[config.mk]
export PLATFORM = sky130hd
export DESIGN_NAME = slab_interval_reduce
export DESIGN_NICKNAME = d
export VERILOG_FILES = /design/src/rtl/slab_interval_reduce.sv
export SDC_FILE = /design/constraint.sdc
export NUM_CORES = 1
export LEC_CHECK = 0
export CAP_MARGIN = 20
export CORE_MARGIN = 2
export CORE_UTILIZATION = 48
export DETAILED_ROUTE_END_ITERATION = 10
export PLACE_DENSITY_LB_ADDON = 0.08
export SYNTH_ARGS = -nofsm -noshare
export SYNTH_HDL_FRONTEND = slang
export SYNTH_SLANG_ARGS = --single-unit
[constraint.sdc]
create_clock -name clk -period 3.41 [get_ports clk]
set_input_delay 0.682 -clock clk [delete_from_list [all_inputs] [get_ports clk]]
set_output_delay 0.682 -clock clk [all_outputs]
set_load 0.01 [all_outputs]
[src/rtl/slab_interval_reduce.sv]
// slab_interval_reduce: folds per-axis (tnear, tfar) slab pairs into one
// ray/box interval, tmin = max(tnear) and tmax = min(tfar), then reports a
// registered hit/miss. Values use the FloPoCo encoding
// {exc[1:0], sign, exp[WE-1:0], frac[WF-1:0]}.
module slab_interval_reduce #(
    parameter int WE       = 11,
    parameter int WF       = 7,
    parameter int WIDTH    = WE + WF + 2,
    parameter int NUM_AXES = 3
) (
    input  logic             clk,
    input  logic             rst,
    input  logic             in_valid,
    output logic             in_ready,
    input  logic [WIDTH:0]   in_tnear,
    input  logic [WIDTH:0]   in_tfar,
    output logic             out_valid,
    input  logic             out_ready,
    output logic             out_hit,
    output logic [WIDTH:0]   out_tmin,
    output logic [WIDTH:0]   out_tmax
);

    typedef enum logic [1:0] {ACC, EVAL, RESULT} state_t;

    state_t           state, state_nxt;
    logic [1:0]       ax;
    logic [WIDTH:0]   tmin, tmax;
    logic             nan_seen;
    logic             accept, last;

    function automatic logic is_nan(input logic [WIDTH:0] x);
        return x[WIDTH:WIDTH-1] == 2'b11;
    endfunction

    // Coarse ordering class: -inf < -normal < zero < +normal < +inf.
    function automatic logic [2:0] rank(input logic [WIDTH:0] x);
        logic [2:0] r;
        case (x[WIDTH:WIDTH-1])
            2'b00:   r = 3'd2;
            2'b01:   r = x[WIDTH-2] ? 3'd1 : 3'd3;
            default: r = x[WIDTH-2] ? 3'd0 : 3'd4;
        endcase
        return r;
    endfunction

    // Strict a > b; NaN on either side never compares greater. Two normals
    // of the same sign fall through to a magnitude compare, reversed when
    // negative. Zeros of either sign share a class and so compare equal.
    function automatic logic gt(input logic [WIDTH:0] a, input logic [WIDTH:0] b);
        logic res;
        res = 1'b0;
        if (is_nan(a) || is_nan(b))
            res = 1'b0;
        else if (rank(a) != rank(b))
            res = rank(a) > rank(b);
        else if (a[WIDTH:WIDTH-1] == 2'b01)
            res = a[WIDTH-2] ? (a[WIDTH-3:0] < b[WIDTH-3:0])
                             : (a[WIDTH-3:0] > b[WIDTH-3:0]);
        return res;
    endfunction

    assign in_ready  = (state == ACC);
    assign out_valid = (state == RESULT);
    assign accept    = in_valid && in_ready;
    assign last      = (ax == 2'(NUM_AXES - 1));

    // State register.
    always_ff @(posedge clk or posedge rst) begin
        if (rst) state <= ACC;
        else     state <= state_nxt;
    end

    // Next-state: accumulate axes, one evaluate cycle, hold result until taken.
    always_comb begin
        state_nxt = state;
        case (state)
            ACC:     if (accept && last) state_nxt = EVAL;
            EVAL:    state_nxt = RESULT;
            RESULT:  if (out_ready) state_nxt = ACC;
            default: state_nxt = ACC;
        endcase
    end

    // Running interval; the first axis of a ray overwrites, later axes narrow.
    // Ties keep the held value since only a strict compare replaces it.
    always_ff @(posedge clk or posedge rst) begin
        if (rst) begin
            ax       <= '0;
            tmin     <= '0;
            tmax     <= '0;
            nan_seen <= 1'b0;
        end else if (accept) begin
            ax <= last ? 2'd0 : ax + 2'd1;
            if (ax == 2'd0) begin
                tmin     <= in_tnear;
                tmax     <= in_tfar;
                nan_seen <= is_nan(in_tnear) | is_nan(in_tfar);
            end else begin
                if (gt(in_tnear, tmin)) tmin <= in_tnear;
                if (gt(tmax, in_tfar))  tmax <= in_tfar;
                nan_seen <= nan_seen | is_nan(in_tnear) | is_nan(in_tfar);
            end
        end
    end

    // Result registers, loaded once per ray in EVAL and held through RESULT.
    always_ff @(posedge clk or posedge rst) begin
        if (rst) begin
            out_hit  <= 1'b0;
            out_tmin <= '0;
            out_tmax <= '0;
        end else if (state == EVAL) begin
            out_hit  <= !nan_seen && !gt(tmin, tmax) && !gt('0, tmax);
            out_tmin <= tmin;
            out_tmax <= tmax;
        end
    end

endmodule

==> run_results.csv <==
group,metric,value,unit
critical_path,cp-startpoint,"in_tfar[11]",
logic_synthesis,yosysUniqueCellTypes,50,
clock_tree,cts_setup_buffers,0,
critical_path,reg2regPathDepth,11,
pwr,vdd_ir_drop_max,0.4774,mV
clock_tree,clock_latency,350,ps
place,io_buffer_count,90,
critical_path,cp_slowest_cell,"clkdlybuf4s50_1",
grt,antenna_found_initial,0,
sta,rsz0062_at_grt,"false",
place,post-dp-hpwl,10.46,mm
clock_tree,numCtsBuffers,9,
cells_and_area,n_antenna_cell,0,
floorplan,num_rows,39,
critical_path,cp-start-kind,"primary input",
pwr,leakagePower,3.477,nW
logic_synthesis,syn_area,5670,um^2
sta,finalHoldViolCount,0,
logic_synthesis,avgSynthCellArea,9.562,um^2
clock_tree,clockRootBuffer,"clkbuf_16",
detailed_routing,drc,0,
grt,grt_pass1_vias,4755,
sta,timing.fmax,0.3287,GHz
detailed_routing,wire_per_inst,17.32,um
floorplan,coreArea,11470,um^2
sta,slew_headroom,40.32,%
logic_synthesis,ys_seq_area_share,39.72,%
logic_synthesis,yosysWarnings,0,
critical_path,cpMostUsedCell,"a211o_1",
logic_synthesis,synth_top_cell_area_share,39.72,%
detailed_routing,routed_wl,14.33,mm
grt,track_usage,23.50,%
floorplan,start_util,49.45,%
cells_and_area,drive_gt1_share,9.795,%
pwr,power_density,1023,nW/um^2
sta,fin_skew,9.148,ps
logic_synthesis,synth-edff-count,0,
critical_path,path_buf_inv,3,
cells_and_area,syn_to_final_growth,25.07,%
critical_path,path_cells,"clkdlybuf4s50_1, inv_1, ha_1, a21o_1, a221o_1, a221oi_2, a211o_1, buf_4, a21oi_1, a211o_1",
logic_synthesis,ys.flop_type,"dfrtp_1",
logic_synthesis,syn-num-nets,702,
detailed_routing,drt-initial-drc-count,293,
clock_tree,cts.sink_count,90,
floorplan,fp.dieArea,12700,um^2
logic_synthesis,synth_most_common_cell,"dfrtp_1",
grt,grt_overflow,0,
pwr,power.total,7.257,mW
floorplan,ios,91,
place,routabilityCongestion,0.8417,
clock_tree,clk_pin_slew,60,ps
sta,worst_pin_slew,895.1,ps
clock_tree,holdBufCountCts,0,
critical_path,crit_end,"tmax[5]$_DFFE_PP0P_",
clock_tree,cts_max_level,3,
hold_path,hold_class,"register to register",
grt,grt_max_degree,56,
critical_path,ff2ff_setup_slack,710,ps
logic_synthesis,synthCells,593,
clock_tree,clockBufferDepth,2,
floorplan,die_h,112.7,um
logic_synthesis,synth_area_leaders,"dfrtp_1 40%, ha_1 14%, mux2_4 5.0%, nand2_1 4.6%, inv_1 4.3%",
sta,setup_viol,0,
critical_path,cp.depth,10,
sta,slew_viol_final,0,
logic_synthesis,ys_ff_latch,90,
cells_and_area,nets,788,
sta,fin_tns_setup,0,ps
detailed_routing,viasPerCell,5.690,
critical_path,crit_path_end_kind,"register",
logic_synthesis,synthArstFlopShare,100.0,%
sta,finalCriticalPeriod,3042,ps
critical_path,rr_startpoint,"tmax[19]$_DFFE_PP0P_",
detailed_routing,antenna_left,0,
critical_path,critical_path_class,"primary input to register",
detailed_routing,firstDrtPassIters,5,
grt,grt_pass1_wl,23.72,mm
detailed_routing,vias,4706,
critical_path,crit_required,3640,ps
run,maxCapViolCount,0,
logic_synthesis,yosysTopAreaCell,"dfrtp_1",
clock_tree,ctsResizeCount,0,
critical_path,timing.rr.end,"tmax[5]$_DFFE_PP0P_",
clock_tree,cts_tree,"done",
floorplan,die_w,112.7,um
logic_synthesis,netlist_top_cells_count,"90 x dfrtp_1, 70 x nand2_1, 65 x inv_1",
critical_path,cp_data_arrival_time,3270,ps
outcome,outcome,"finished clean",
critical_path,cpLargestDelayFamily,"compound AO/OA/AOI/OAI gates",
critical_path,critPathMaxStageDelay,500,ps
critical_path,path_max_fanout,20,
sta,finalCritPeriodShare,89.22,%
[area by class of cell]
class,instances,area [um^2]
fillers,983,4375
multi-input cells,409,3025
flip-flops and latches,90,2252
repair buffers,104,1051
clock buffers,12,266.5
inverters,65,245.2
well taps,143,178.9
clock inverters,4,72.57
[tightest hold or removal path, delay by kind of cell, from the launching register on]
| kind | cells | cell delay (ps) |
|---|---|---|
| flip-flops | 1 | 340 |
| AND/OR/NAND/NOR | 1 | 50 |
| AO/OA/AOI/OAI | 1 | 60 |
[registers in the layout, indices dropped and copies added (netlist names)]
signal    count
out_tmin     21
tmin         21
state         2
ax            2
out_tmax     21
nan_seen      1
tmax         21
out_hit       1
[how the worst min path moves through the flow]
stage / start / to / slack (ps) / depth (start not counted)
6_report: out_tmin[9]$_DFFE_PP0N_ / out_tmin[9]$_DFFE_PP0N_ / 480 / 2
5_1_grt: out_tmax[5]$_DFFE_PP0N_ / out_tmax[5]$_DFFE_PP0N_ / 510 / 2
2_1_floorplan: nan_seen$_DFFE_PP0P_ / nan_seen$_DFFE_PP0P_ / 470 / 2
3_5_place_dp: out_tmax[12]$_DFFE_PP0N_ / out_tmax[12]$_DFFE_PP0N_ / 470 / 2
3_3_place_gp: out_tmax[10]$_DFFE_PP0N_ / out_tmax[10]$_DFFE_PP0N_ / 460 / 2
4_1_cts: out_tmax[12]$_DFFE_PP0N_ / out_tmax[12]$_DFFE_PP0N_ / 490 / 2
[stage by stage]
step | setup WS (ps) | instance area [um^2] | utilization [%] | std cells | hold slack [ps]
final | 367.6 | 7092 | 61.84 | 827 | 482.3
after global routing | 222.0 | 7092 | 61.84 | 827 | 508.3
after CTS | 377.9 | 7064 | 61.60 | 826 | 485.5
after detailed placement | 24.53 | 6725 | 58.65 | 810 | 471.2
after global placement | 58.23 | 6725 | 58.65 | 810 | 461.5
after floorplan | 392.7 | 5670 | - | 593 | 470.6
[cells in the final DEF (no fill, tap or decap), types with 3 or more instances in the layout]
master,instances
mux2_2,8
nand2b_1,8
nor2b_1,7
nor3_1,21
a221o_1,3
clkbuf_8,3
nand3_1,12
o21a_1,3
buf_4,11
a22o_1,20
nand4_1,10
mux2_4,19
ha_1,63
nor2_1,9
inv_1,64
and2_1,3
a22oi_1,3
a211o_1,21
o21ai_0,44
a21o_1,10
nand2_1,70
dfrtp_1,90
a21oi_1,44
clkbuf_16,9
clkdlybuf4s50_1,90
[logic make-up after synthesis]
kind of cell / share of synthesized area, %
AOI/OAI and AO/OA: 18.82
xor gates and xnor gates: 0.1545
DFF: 39.72
and+or+nand+nor: 13.46
buffers and inverters: 6.972
muxes: 6.973
adders and majority gates: 13.90
[metal layers]
metal	global-route usage [%]	routed length, um
met4	8.211	240
met1	31.88	6485
met5	0	0
met2	38.68	6930
met3	3.482	670
[report_power, final]
part	switching [mW]	total (mW)	leakage [nW]	internal, mW
clock	0.421	1.12	0.165	0.701
sequential	0.458	2.06	1.08	1.60
combinational	2.04	4.08	2.23	2.04
total	2.92	7.26	3.48	4.34
Note: power is estimated with default switching activity, not from simulation.
